<file path="src/rtl/pc_pkg.sv">
// Shared types and default parameters for the fetch-stage program counter.
// Branch-op encoding is also decoded by the instruction decoder.
package pc_pkg;

  typedef enum logic [2:0] {
    BR_NONE = 3'd0,
    BR_ABS  = 3'd1,
    BR_REL  = 3'd2,
    BR_CALL = 3'd3,
    BR_RET  = 3'd4
  } br_op_t;

  localparam int PC_A_DEF     = 10;
  localparam int PC_D_DEF     = 4;
  localparam int PC_START_DEF = 0;

endpackage

</file>
<file path="src/rtl/ret_stack.sv">
// Return-address LIFO. Push when full or pop when empty is ignored here;
// the caller decides whether that is an error.
module ret_stack #(
  parameter int A = 10,
  parameter int D = 4
) (
  input  logic                     clk,
  input  logic                     reset,
  input  logic                     clear,
  input  logic                     push,
  input  logic                     pop,
  input  logic [A-1:0]             data_in,
  output logic [A-1:0]             top,
  output logic [$clog2(D+1)-1:0]   cnt,
  output logic                     full,
  output logic                     empty
);

  localparam int CW = $clog2(D + 1);
  localparam int IW = (D > 1) ? $clog2(D) : 1;

  logic [A-1:0]  mem [D];
  logic [CW-1:0] cnt_m1;

  assign full   = (cnt == CW'(D));
  assign empty  = (cnt == '0);
  assign cnt_m1 = cnt - CW'(1);
  assign top    = empty ? '0 : mem[cnt_m1[IW-1:0]];

  always_ff @(posedge clk or negedge reset) begin
    if (!reset) begin
      cnt <= '0;
      for (int i = 0; i < D; i++) mem[i] <= '0;
    end else if (clear) begin
      cnt <= '0;
    end else if (push && !full) begin
      mem[cnt[IW-1:0]] <= data_in;
      cnt              <= cnt + CW'(1);
    end else if (pop && !empty) begin
      cnt <= cnt_m1;
    end
  end

endmodule

</file>
<file path="src/rtl/pc_unit.sv">
// Fetch-stage program counter: start-driven runs, absolute/relative branches,
// call/return through ret_stack, stall and halt, and a level done flag.
module pc_unit
  import pc_pkg::*;
#(
  parameter int             A          = PC_A_DEF,
  parameter int             D          = PC_D_DEF,
  parameter logic [A-1:0]   START_ADDR = A'(PC_START_DEF)
) (
  input  logic                   clk,
  input  logic                   reset,
  input  logic                   start,
  input  logic                   stall,
  input  logic                   halt,
  input  logic                   br_en,
  input  logic [2:0]             br_op,
  input  logic [A-1:0]           target,
  output logic [A-1:0]           pc,
  output logic                   running,
  output logic                   done,
  output logic                   stack_err,
  output logic [$clog2(D+1)-1:0] stack_cnt
);

  // Start protocol: start high parks the unit (running=0, done=0); the run
  // begins on the edge where start is sampled low after being high, and
  // done then stays high from halt until the next start.
  logic         start_q;
  logic         start_fall;
  logic [A-1:0] pc_inc;
  logic [A-1:0] pc_nxt;
  logic         running_nxt;
  logic         done_nxt;
  logic         err_nxt;
  logic         stk_push;
  logic         stk_pop;
  logic         stk_clear;
  logic [A-1:0] stk_top;
  logic         stk_full;
  logic         stk_empty;

  assign start_fall = start_q && !start;
  assign pc_inc     = pc + A'(1);

  always_comb begin
    pc_nxt      = pc;
    running_nxt = running;
    done_nxt    = done;
    err_nxt     = stack_err;
    stk_push    = 1'b0;
    stk_pop     = 1'b0;
    stk_clear   = 1'b0;
    if (start) begin
      running_nxt = 1'b0;
      done_nxt    = 1'b0;
    end else if (start_fall) begin
      pc_nxt      = START_ADDR;
      running_nxt = 1'b1;
      done_nxt    = 1'b0;
      err_nxt     = 1'b0;
      stk_clear   = 1'b1;
    end else if (!running || stall) begin
      pc_nxt = pc;
    end else if (halt) begin
      running_nxt = 1'b0;
      done_nxt    = 1'b1;
    end else if (br_en) begin
      case (br_op)
        BR_ABS:  pc_nxt = target;
        // Two's-complement add gives the signed offset modulo 2^A.
        BR_REL:  pc_nxt = pc + target;
        BR_CALL: begin
          pc_nxt = target;
          if (stk_full) err_nxt  = 1'b1;
          else          stk_push = 1'b1;
        end
        BR_RET: begin
          if (stk_empty) begin
            pc_nxt  = pc_inc;
            err_nxt = 1'b1;
          end else begin
            pc_nxt  = stk_top;
            stk_pop = 1'b1;
          end
        end
        default: pc_nxt = pc_inc;
      endcase
    end else begin
      pc_nxt = pc_inc;
    end
  end

  always_ff @(posedge clk or negedge reset) begin
    if (!reset) begin
      start_q   <= 1'b0;
      pc        <= '0;
      running   <= 1'b0;
      done      <= 1'b0;
      stack_err <= 1'b0;
    end else begin
      start_q   <= start;
      pc        <= pc_nxt;
      running   <= running_nxt;
      done      <= done_nxt;
      stack_err <= err_nxt;
    end
  end

  ret_stack #(
    .A (A),
    .D (D)
  ) u_ret_stack (
    .clk     (clk),
    .reset   (reset),
    .clear   (stk_clear),
    .push    (stk_push),
    .pop     (stk_pop),
    .data_in (pc_inc),
    .top     (stk_top),
    .cnt     (stack_cnt),
    .full    (stk_full),
    .empty   (stk_empty)
  );

endmodule

</file>
<file path="config.mk">
export PLATFORM = sky130hd
export DESIGN_NAME = pc_unit
export DESIGN_NICKNAME = d
export VERILOG_FILES = /design/src/rtl/pc_pkg.sv /design/src/rtl/ret_stack.sv /design/src/rtl/pc_unit.sv
export SDC_FILE = /design/constraint.sdc
export NUM_CORES = 1
export LEC_CHECK = 0
export BUFFER_PORTS_ARGS = -buffer_cell sky130_fd_sc_hd__buf_2
export CORE_ASPECT_RATIO = 1.75
export CORE_MARGIN = 3
export CORE_UTILIZATION = 65
export CTS_BUF_LIST = sky130_fd_sc_hd__clkbuf_8
export CTS_CLUSTER_DIAMETER = 80
export DETAILED_ROUTE_END_ITERATION = 10
export PLACE_DENSITY = 0.95
export REMOVE_ABC_BUFFERS = 1
export SYNTH_ARGS = -nofsm -noshare
export SYNTH_HDL_FRONTEND = slang
export SYNTH_HIERARCHICAL = 1
export SYNTH_SLANG_ARGS = --single-unit
</file>
<file path="constraint.sdc">
create_clock -name clk -period 4.6 [get_ports clk]
set_input_delay 0.46 -clock clk [delete_from_list [all_inputs] [get_ports clk]]
set_output_delay 0.46 -clock clk [all_outputs]
set_load 0.005 [all_outputs]
</file>
==> impl_metrics.py, run 1 <==
metrics = {
    "outcome": {
        "outcome": "finished, final reports clean",
    },
    "floorplan": {
        "core_area_sq_um": 5590,
        "fp.dieArea_sq_um": 6780,
        "ioPinCount": 35,
        "die_w_microns": 63.6,
        "rows": 36,
        "die_y_microns": 107,
        "initial_core_util": 0.675,
    },
    "timing": {
        "final_hold_viol_count": 0,
        "skew_ns": 0.00964,
        "maxSlewHeadroom": 0.249,
        "setup_viol": 0,
        "fin_crit_sh": 0.790,
        "rsz0062_at_grt": "false",
        "max_freq_ghz": 0.275,
        "period_needed_ns": 3.63,
        "drv_slew": 0,
        "tightest_slew_ns": 1.12,
        "final.setup.tns_ns": 0,
    },
    "drt": {
        "post_drt_via_cell_ratio": 6.47,
        "drc": 0,
        "ant_nets": 0,
        "wl_per_cell_microns": 19.9,
        "route.vias.total": 2931,
        "routed_wl_microns": 9010,
        "drtIter0Drc": 315,
        "dr.pass1.iters": 6,
    },
    "clock_tree": {
        "post-cts-setup-buffers": 0,
        "clock-sinks": 57,
        "cts_tree": "built",
        "cts_buffer_depth": 2,
        "path_clk_slew_ns": 0.06,
        "clock-root-buffer": "clkbuf_8",
        "insertion_delay_ns": 0.33,
        "cts.repair.resized": 0,
        "postCtsHoldBufs": 0,
        "cts_buffers": 9,
        "cts.htree.levels": 3,
    },
    "setup_path": {
        "max_stage_delay_ns": 0.82,
        "end_kind": "flop",
        "crit_required_ns": 4.81,
        "cp_max_fo": 15,
        "crit_chain": "inv_1, ha_1, nand2_1, inv_1, nor3_1, nor2b_2, and2_4, mux2_4",
        "critPathKind": "reg -> reg",
        "cpMostUsedCell": "inv_1",
        "start_kind": "flop",
        "cpMaxStageDelayCell": "dfrtp_1",
        "crit_arrival_ns": 3.85,
    },
    "logic_synthesis": {
        "synth_flop_cell": "dfrtp_1",
        "syn-cell-area_sq_um": 3770,
        "synth-edff-count": 0,
        "yosys.cell_types.count": 66,
        "seq_area_frac_synth": 0.379,
        "synthCells": 337,
        "ys_ff_latch": 57,
        "async_flop_share": 1.00,
        "yosys_warnings": 6,
        "syn_area_per_cell_sq_um": 11.2,
    },
    "power_and_ir_drop": {
        "pwr_density_cell_nw_per_um2": 250,
        "p_leak_uw": 0.00196,
        "max-vdd-ir-drop_uv": 242,
    },
    "place": {
        "dp_hpwl_microns": 6620,
        "gp_congestion": 0.961,
        "postPlaceCellArea_sq_um": 3970,
        "portBuffers": 34,
    },
    "final_layout": {
        "final_common_cell": "dfrtp_1",
        "n_antenna_cell": 0,
        "design_area_sq_um": 4160,
        "final_cell_mix": "57 x dfrtp_1, 34 x buf_2, 31 x mux2_2, 22 x nand2_1, 18 x nor2b_1",
        "nets": 407,
        "final_util": 0.744,
        "final_layout_size_suffix_gt1_frac": 0.310,
        "area_delta_synth_final_pct": 10.3,
    },
    "global_route": {
        "antenna_found_initial": 0,
        "grt_usage": 0.287,
        "grt_start_max_net_pins": 58,
        "grt_pass1_wl_microns": 14900,
        "grt_pass1_vias": 3116,
        "grt.overflow.total": 0,
    },
    "job": {
        "drv_cap": 0,
    },
    "hold_path": {
        "hold_class": "in -> async",
    },
}
## synth_stat cells, types with 10 or more instances
cell     instances  area, sq um
mux2_4          10          150
dfrtp_1         57         1430
nand2_1         22         82.6
o21ai_0         14         70.1
nor2_1          16         60.1
mux4_2          10          225
nor2b_1         18          113
a21oi_1         10         50.1
ha_1            15          188
mux2_2          31          349
inv_1           11         41.3
## flip-flops by register name, summed over array words and instances (netlist names)
register and cells:
done 1, u_ret_stack/mem 40, pc 10, running 1, start_q 1, stack_err 1
u_ret_stack/cnt 3
## cell type report
class / instances / area [sq um]
inverter: 11 / 41.3
timing repair buffer: 36 / 185
multi-input combinational: 257 / 2220
sequential: 57 / 1430
clock inverter: 6 / 51.3
fill: 387 / 1430
clock buffer: 10 / 138
tap: 76 / 95.1
## logic make-up after synthesis
family | synth area share
xor+xnor | 0.0279
flops | 0.379
mux | 0.195
buf+inv | 0.0322
fa+ha+maj | 0.0551
simple gates | 0.150
compound gates | 0.161
## critical path: cells and delay by family (launching register included)
kind                     cells  cell delay (ns)
buffers and inverters        2             0.36
flip-flops                   1             0.82
AND/OR/NAND/NOR              4             1.66
multiplexers                 1             0.32
adder cells (fa/ha/maj)      1             0.34
## final timing paths
kind | slack, ns | start | endpoint | depth (start not counted)
max in group asynchronous | 3.86 | reset | u_ret_stack/mem[23] | 2
min in group clk | 0.32 | start | start_q | 1
min | 0.26 | reset | done | 2
min reg2reg | 0.50 | stack_err | stack_err | 2
max | 0.97 | u_ret_stack/cnt[0] | u_ret_stack/mem[39] | 8
max reg2reg | 0.97 | u_ret_stack/cnt[0] | u_ret_stack/mem[39] | 8
## where the power goes
group	internal [uW]	switching (uW)
logic	31.3	52.9
registers	504	4.06
clock network	257	189
## stage by stage
step	hold WS, ns	cells	total power, uW	worst slack [ns]
final	0.255	453	1040	0.965
after global routing	0.300	453	1080	0.638
after CTS	0.272	453	1050	0.954
after detailed placement	0.483	437	600	1.01
after global placement	0.480	437	597	1.25
after floorplan	0.164	325	560	1.49
## routing by layer
layer  up-vias  GRT usage  part of all wire
met3        48     0.0514             0.051
met4         0      0.221             0.063
met5         -          0                 0
met2       152      0.474              0.51
met1      1400      0.323              0.37
li1       1331          -                 -
(Power assumes the default switching activity.)
==> run 2, diff against run 1 <==
--- a/config.mk
+++ b/config.mk
@@ -8,11 +8,11 @@
 export BUFFER_PORTS_ARGS = -buffer_cell sky130_fd_sc_hd__buf_2
 export CORE_ASPECT_RATIO = 1.75
 export CORE_MARGIN = 3
-export CORE_UTILIZATION = 65
+export CORE_UTILIZATION = 62
 export CTS_BUF_LIST = sky130_fd_sc_hd__clkbuf_8
 export CTS_CLUSTER_DIAMETER = 80
 export DETAILED_ROUTE_END_ITERATION = 10
-export PLACE_DENSITY = 0.95
+export PLACE_DENSITY = 0.94
 export REMOVE_ABC_BUFFERS = 1
 export SYNTH_ARGS = -nofsm -noshare
 export SYNTH_HDL_FRONTEND = slang
==> constraint.sdc (replaced) <==
create_clock -name clk -period 3.6 [get_ports clk]
set_input_delay 0.36 -clock clk [delete_from_list [all_inputs] [get_ports clk]]
set_output_delay 0.36 -clock clk [all_outputs]
set_load 0.005 [all_outputs]
==> run 2 against run 1 <==
Effect of this change: first-iteration DRC count grew 72%; utilization shrank 3.1 points; via count grew 3.2%; register-to-register slack lost 0.40 ns; die area grew 4.5%; sequential share of layout area shrank 0.32 points; global-route usage shrank 1.0 points.
==> impl_metrics.py, run 2 (synthesis results as in run 1) <==
metrics = {
    "final_layout": {
        "top_register": "u_ret_stack/mem",
        "reg_top3": "u_ret_stack/mem: 40 flops, pc: 10 flops, u_ret_stack/cnt: 3 flops",
        "final_util": 0.714,
        "final_common_cell": "dfrtp_1",
        "nets": 411,
        "final_cell_mix": "57 x dfrtp_1, 34 x buf_2, 31 x mux2_2, 22 x nand2_1, 18 x nor2b_1",
        "largest_register_ffs": 40,
        "final_layout_size_suffix_gt1_frac": 0.321,
        "design_area_sq_um": 4200,
        "area_delta_synth_final_pct": 11.4,
        "n_antenna_cell": 0,
    },
    "setup_path": {
        "critPathCapture": "u_ret_stack/mem[31]",
        "reg2regPathDepth": 8,
        "startpoint": "u_ret_stack/cnt[1]",
        "start_kind": "flop",
        "reg2reg_to": "u_ret_stack/mem[31]",
        "crit_arrival_ns": 3.27,
        "cp_max_fo": 10,
        "end_kind": "flop",
        "crit_required_ns": 3.83,
        "reg2reg_from": "u_ret_stack/cnt[1]",
        "critPathKind": "reg -> reg",
        "rrSetupSlack_ns": 0.57,
    },
    "outcome": {
        "outcome": "finished, final reports clean",
    },
    "clock_tree": {
        "cts.htree.levels": 3,
        "clock-sinks": 57,
        "cts.repair.resized": 0,
        "cts_buffers": 9,
        "cts_buffer_depth": 2,
        "insertion_delay_ns": 0.35,
        "cts_tree": "built",
        "postCtsHoldBufs": 0,
        "path_clk_slew_ns": 0.07,
        "post-cts-setup-buffers": 0,
        "clock-root-buffer": "clkbuf_8",
    },
    "timing": {
        "hold_slack_ns": 0.189,
        "final_hold_viol_count": 0,
        "rsz0062_at_grt": "false",
        "fin_crit_sh": 0.842,
        "max_freq_ghz": 0.330,
        "tightest_slew_ns": 1.13,
        "skew_ns": 0.0130,
        "setup_viol": 0,
        "final.setup.tns_ns": 0,
        "period_needed_ns": 3.03,
        "maxSlewHeadroom": 0.244,
        "drv_slew": 0,
    },
    "floorplan": {
        "die_w_microns": 64.9,
        "core_area_sq_um": 5880,
        "ioPinCount": 35,
        "fp.dieArea_sq_um": 7080,
        "rows": 37,
        "die_y_microns": 109,
        "initial_core_util": 0.641,
    },
    "drt": {
        "drtIter0Drc": 542,
        "dr.pass1.iters": 6,
        "drc": 0,
        "wl_per_cell_microns": 20.1,
        "ant_nets": 0,
        "route.vias.total": 3024,
        "routed_wl_microns": 9200,
        "post_drt_via_cell_ratio": 6.60,
    },
    "power_and_ir_drop": {
        "p_sw_uw": 328,
        "p_int_uw": 1030,
        "max-vdd-ir-drop_uv": 291,
        "power_frac_seq": 0.477,
        "combPwrFrac": 0.080,
        "pwr_density_cell_nw_per_um2": 325,
        "p_leak_uw": 0.00198,
        "switching_share": 0.241,
        "p_total_uw": 1360,
        "p_clk_frac": 0.443,
    },
    "place": {
        "dp_hpwl_microns": 6420,
        "portBuffers": 34,
        "postPlaceCellArea_sq_um": 4000,
        "gp_congestion": 0.974,
    },
    "global_route": {
        "antenna_found_initial": 0,
        "grt_usage": 0.277,
        "grt_pass1_vias": 3004,
        "grt.overflow.total": 0,
        "grt_pass1_wl_microns": 14700,
        "grt_start_max_net_pins": 51,
    },
    "job": {
        "drv_cap": 0,
    },
    "hold_path": {
        "hold_class": "in -> reg",
    },
}
==> run 2: changes by cell type in the layout (fill, tap and decap cells not counted) <==
cell	previous run	this run
buf_4	2	6
clkbuf_8	10	11
inv_1	14	12
==> run 2: layout make-up <==
type / instances / area, sq um
fillers: 395 / 1680
multi-input cells: 257 / 2220
well taps: 78 / 97.6
clock inverters: 4 / 43.8
flip-flops and latches: 57 / 1430
clock buffers: 11 / 151
inverters: 11 / 41.3
repair buffers: 40 / 215
==> run 2: worst max-delay path, cell delays in order (launching register included) <==
cell	delay, ns
dfrtp_1	0.45
inv_1	0.12
ha_1	0.28
nand2_1	0.33
inv_1	0.11
nor3_1	0.48
nor2b_2	0.49
and2_4	0.35
mux2_4	0.32
==> run 2: stage by stage <==
stage / instances / setup slack (ns)
5_1_grt: 458 / 0.324
2_1_floorplan: 325 / 0.494
6_report: 458 / 0.567
3_5_place_dp: 443 / 0.582
4_1_cts: 458 / 0.593
3_3_place_gp: 443 / 0.798
==> run 2: how the worst min path moves through the flow <==
stage                     slack [ns]             endpoint  cells after the start                 from
after CTS                       0.18              start_q                      1                start
after detailed placement        0.49  u_ret_stack/mem[29]                      1  u_ret_stack/mem[29]
after floorplan                 0.06                 done                      0                reset
final                           0.19              start_q                      1                start
after global placement          0.48            stack_err                      2            stack_err
after global routing            0.19              start_q                      1                start
==> run 2: power by group through the flow <==
stage          combinational [uW]  sequential, uW  clock [uW]
3_5_place_dp                  105             661           0
3_3_place_gp                  102             661           0
5_1_grt                       119             650         636
6_report                      109             650         603
2_1_floorplan                54.8             660           0
4_1_cts                       107             650         611
==> run 2: routing by layer <==
metal / global-route usage / wire, microns / part of all wire / up-vias
met5: 0 / 0 / 0 / -
met4: 0.171 / 416 / 0.045 / 0
met3: 0.0619 / 584 / 0.063 / 41
met2: 0.468 / 4770 / 0.52 / 175
met1: 0.312 / 3430 / 0.37 / 1467
li1: - / - / - / 1341
==> run 3, diff against run 2 <==
--- a/config.mk
+++ b/config.mk
@@ -8,11 +8,11 @@
 export BUFFER_PORTS_ARGS = -buffer_cell sky130_fd_sc_hd__buf_2
 export CORE_ASPECT_RATIO = 1.75
 export CORE_MARGIN = 3
-export CORE_UTILIZATION = 62
+export CORE_UTILIZATION = 56
 export CTS_BUF_LIST = sky130_fd_sc_hd__clkbuf_8
 export CTS_CLUSTER_DIAMETER = 80
 export DETAILED_ROUTE_END_ITERATION = 10
-export PLACE_DENSITY = 0.94
+export PLACE_DENSITY = 0.9
 export REMOVE_ABC_BUFFERS = 1
 export SYNTH_ARGS = -nofsm -noshare
 export SYNTH_HDL_FRONTEND = slang
==> constraint.sdc (replaced) <==
create_clock -name clk -period 2.6 [get_ports clk]
set_input_delay 0.26 -clock clk [delete_from_list [all_inputs] [get_ports clk]]
set_output_delay 0.26 -clock clk [all_outputs]
set_load 0.005 [all_outputs]
==> run 3 against run 2 <==
Effect of this change: power grew 38%; setup slack worse by 0.36 ns; hold slack got worse by 0.075 ns; critical endpoint is now pc[4]; sequential power grew 38%; via count is 0.46% lower; routed wire length up 0.26%.
==> impl_metrics.py, run 3 (synthesis results as in run 1) <==
metrics = {
    "global_route": {
        "grt.overflow.total": 0,
        "grt_usage": 0.265,
        "antenna_found_initial": 0,
        "grt_pass1_wl_microns": 15200,
        "grt_pass1_vias": 3069,
        "grt_start_max_net_pins": 29,
    },
    "clock_tree": {
        "insertion_delay_ns": 0.35,
        "cts_buffers": 9,
        "path_clk_slew_ns": 0.07,
        "clock-sinks": 57,
        "cts_tree": "built",
        "cts.htree.levels": 3,
        "clock-root-buffer": "clkbuf_8",
        "cts_buffer_depth": 2,
        "post-cts-setup-buffers": 0,
    },
    "setup_path": {
        "cpMaxStageDelayCell": "dfrtp_2",
        "crit_family": "compound AO/OA/AOI/OAI gates",
        "crit_arrival_ns": 2.63,
        "max_stage_delay_ns": 0.46,
        "critPathKind": "reg -> reg",
        "cp_max_fo": 8,
        "rrSetupSlack_ns": 0.21,
        "start_kind": "flop",
        "crit_buf_inv": 1,
        "crit_chain": "ha_1, inv_1, fa_1, nor2b_4, o31a_1, a21oi_1, a222oi_1, o21ai_0, a22o_1",
        "end_kind": "flop",
        "crit_required_ns": 2.84,
    },
    "power_and_ir_drop": {
        "p_sw_uw": 485,
        "max-vdd-ir-drop_uv": 389,
        "p_int_uw": 1390,
        "pwr_density_cell_nw_per_um2": 439,
        "switching_share": 0.258,
        "p_leak_uw": 0.00203,
        "power_frac_seq": 0.479,
        "combPwrFrac": 0.083,
        "p_clk_frac": 0.439,
    },
    "timing": {
        "fin_crit_sh": 0.920,
        "period_needed_ns": 2.39,
        "setup_viol": 0,
        "final_hold_viol_count": 0,
        "drv_slew": 0,
        "layout_setup_ws_ns": 0.207,
        "max_freq_ghz": 0.418,
        "final.setup.tns_ns": 0,
        "skew_ns": 0.00795,
        "maxSlewHeadroom": 0.552,
        "tightest_slew_ns": 0.671,
        "hold_slack_ns": 0.114,
        "rsz0062_at_grt": "false",
    },
    "place": {
        "place_inst": 454,
        "gp_congestion": 0.921,
        "portBuffers": 34,
        "dp_hpwl_microns": 6830,
        "dpl_worst_slack_ns": 0.136,
        "postPlaceCellArea_sq_um": 4070,
    },
    "final_layout": {
        "area_delta_synth_final_pct": 13.6,
        "largest_register_ffs": 40,
        "final_layout_size_suffix_gt1_frac": 0.345,
        "design_area_sq_um": 4280,
        "n_antenna_cell": 0,
        "final_cell_mix": "56 x dfrtp_1, 34 x buf_2, 31 x mux2_2, 22 x nand2_1, 17 x nor2b_1",
        "reg_top3": "u_ret_stack/mem: 40 flops, pc: 10 flops, u_ret_stack/cnt: 3 flops",
        "finalNonFillerCells": 471,
        "nets": 421,
        "top_register": "u_ret_stack/mem",
        "final_common_cell": "dfrtp_1",
    },
    "outcome": {
        "outcome": "finished, final reports clean",
    },
    "drt": {
        "drc": 0,
        "route.vias.total": 3010,
        "drtIter0Drc": 390,
        "post_drt_via_cell_ratio": 6.39,
        "wl_per_cell_microns": 19.6,
        "ant_nets": 0,
        "dr.pass1.iters": 5,
        "routed_wl_microns": 9220,
    },
    "floorplan": {
        "rows": 38,
        "ioPinCount": 35,
        "initial_core_util": 0.591,
        "core_area_sq_um": 6370,
        "die_y_microns": 115,
        "fp.dieArea_sq_um": 7790,
        "die_w_microns": 68,
    },
    "job": {
        "drv_cap": 0,
    },
    "hold_path": {
        "hold_class": "in -> reg",
    },
}
==> run 3: final cells by class <==
| class | instances | area, sq um |
|---|---|---|
| multi-input combinational | 257 | 2220 |
| fill | 469 | 2090 |
| sequential | 57 | 1430 |
| timing repair buffer | 50 | 293 |
| clock buffer | 9 | 124 |
| tap | 80 | 100 |
| clock inverter | 7 | 70.1 |
| inverter | 11 | 41.3 |
==> run 3: path summary, 6_finish.rpt <==
check / from / to / depth (start not counted)
hold reg to reg: u_ret_stack/mem[15] / u_ret_stack/mem[15] / 1
setup reg to reg: pc[0] / pc[4] / 9
max in group asynchronous: reset / running / 3
setup / recovery: pc[0] / pc[4] / 9
hold / removal: start / start_q / 1
min in group asynchronous: reset / pc[2] / 2
==> run 3: per-stage QoR <==
| stage | utilization | power [uW] |
|---|---|---|
| 2_1_floorplan | - | 990 |
| 3_3_place_gp | 0.639 | 1060 |
| 3_5_place_dp | 0.639 | 1070 |
| 4_1_cts | 0.671 | 1890 |
| 5_1_grt | 0.671 | 1950 |
| 6_report | 0.671 | 1880 |
==> run 3: power by group through the flow <==
stage | sequential, uW | clock [uW] | combinational, uW
floorplan | 914 | 0 | 75.9
global placement | 915 | 0 | 147
detailed placement | 915 | 0 | 151
CTS | 899 | 838 | 154
global route | 899 | 877 | 172
finish | 899 | 824 | 155
==> run 3: metal layers <==
metal  vias to the layer above  track usage  part of all wire
li1                       1363            -                 -
met1                      1493        0.296              0.39
met2                       117        0.436              0.52
met3                        37       0.0639             0.041
met4                         0        0.169             0.049
met5                         -            0                 0
==> run 3: timing repair <==
action	in CTS	in global routing
resized for setup	0	2
hold buffers	1	0
hold endpoints to repair	26	0
endpoints found under the setup margin	0	3
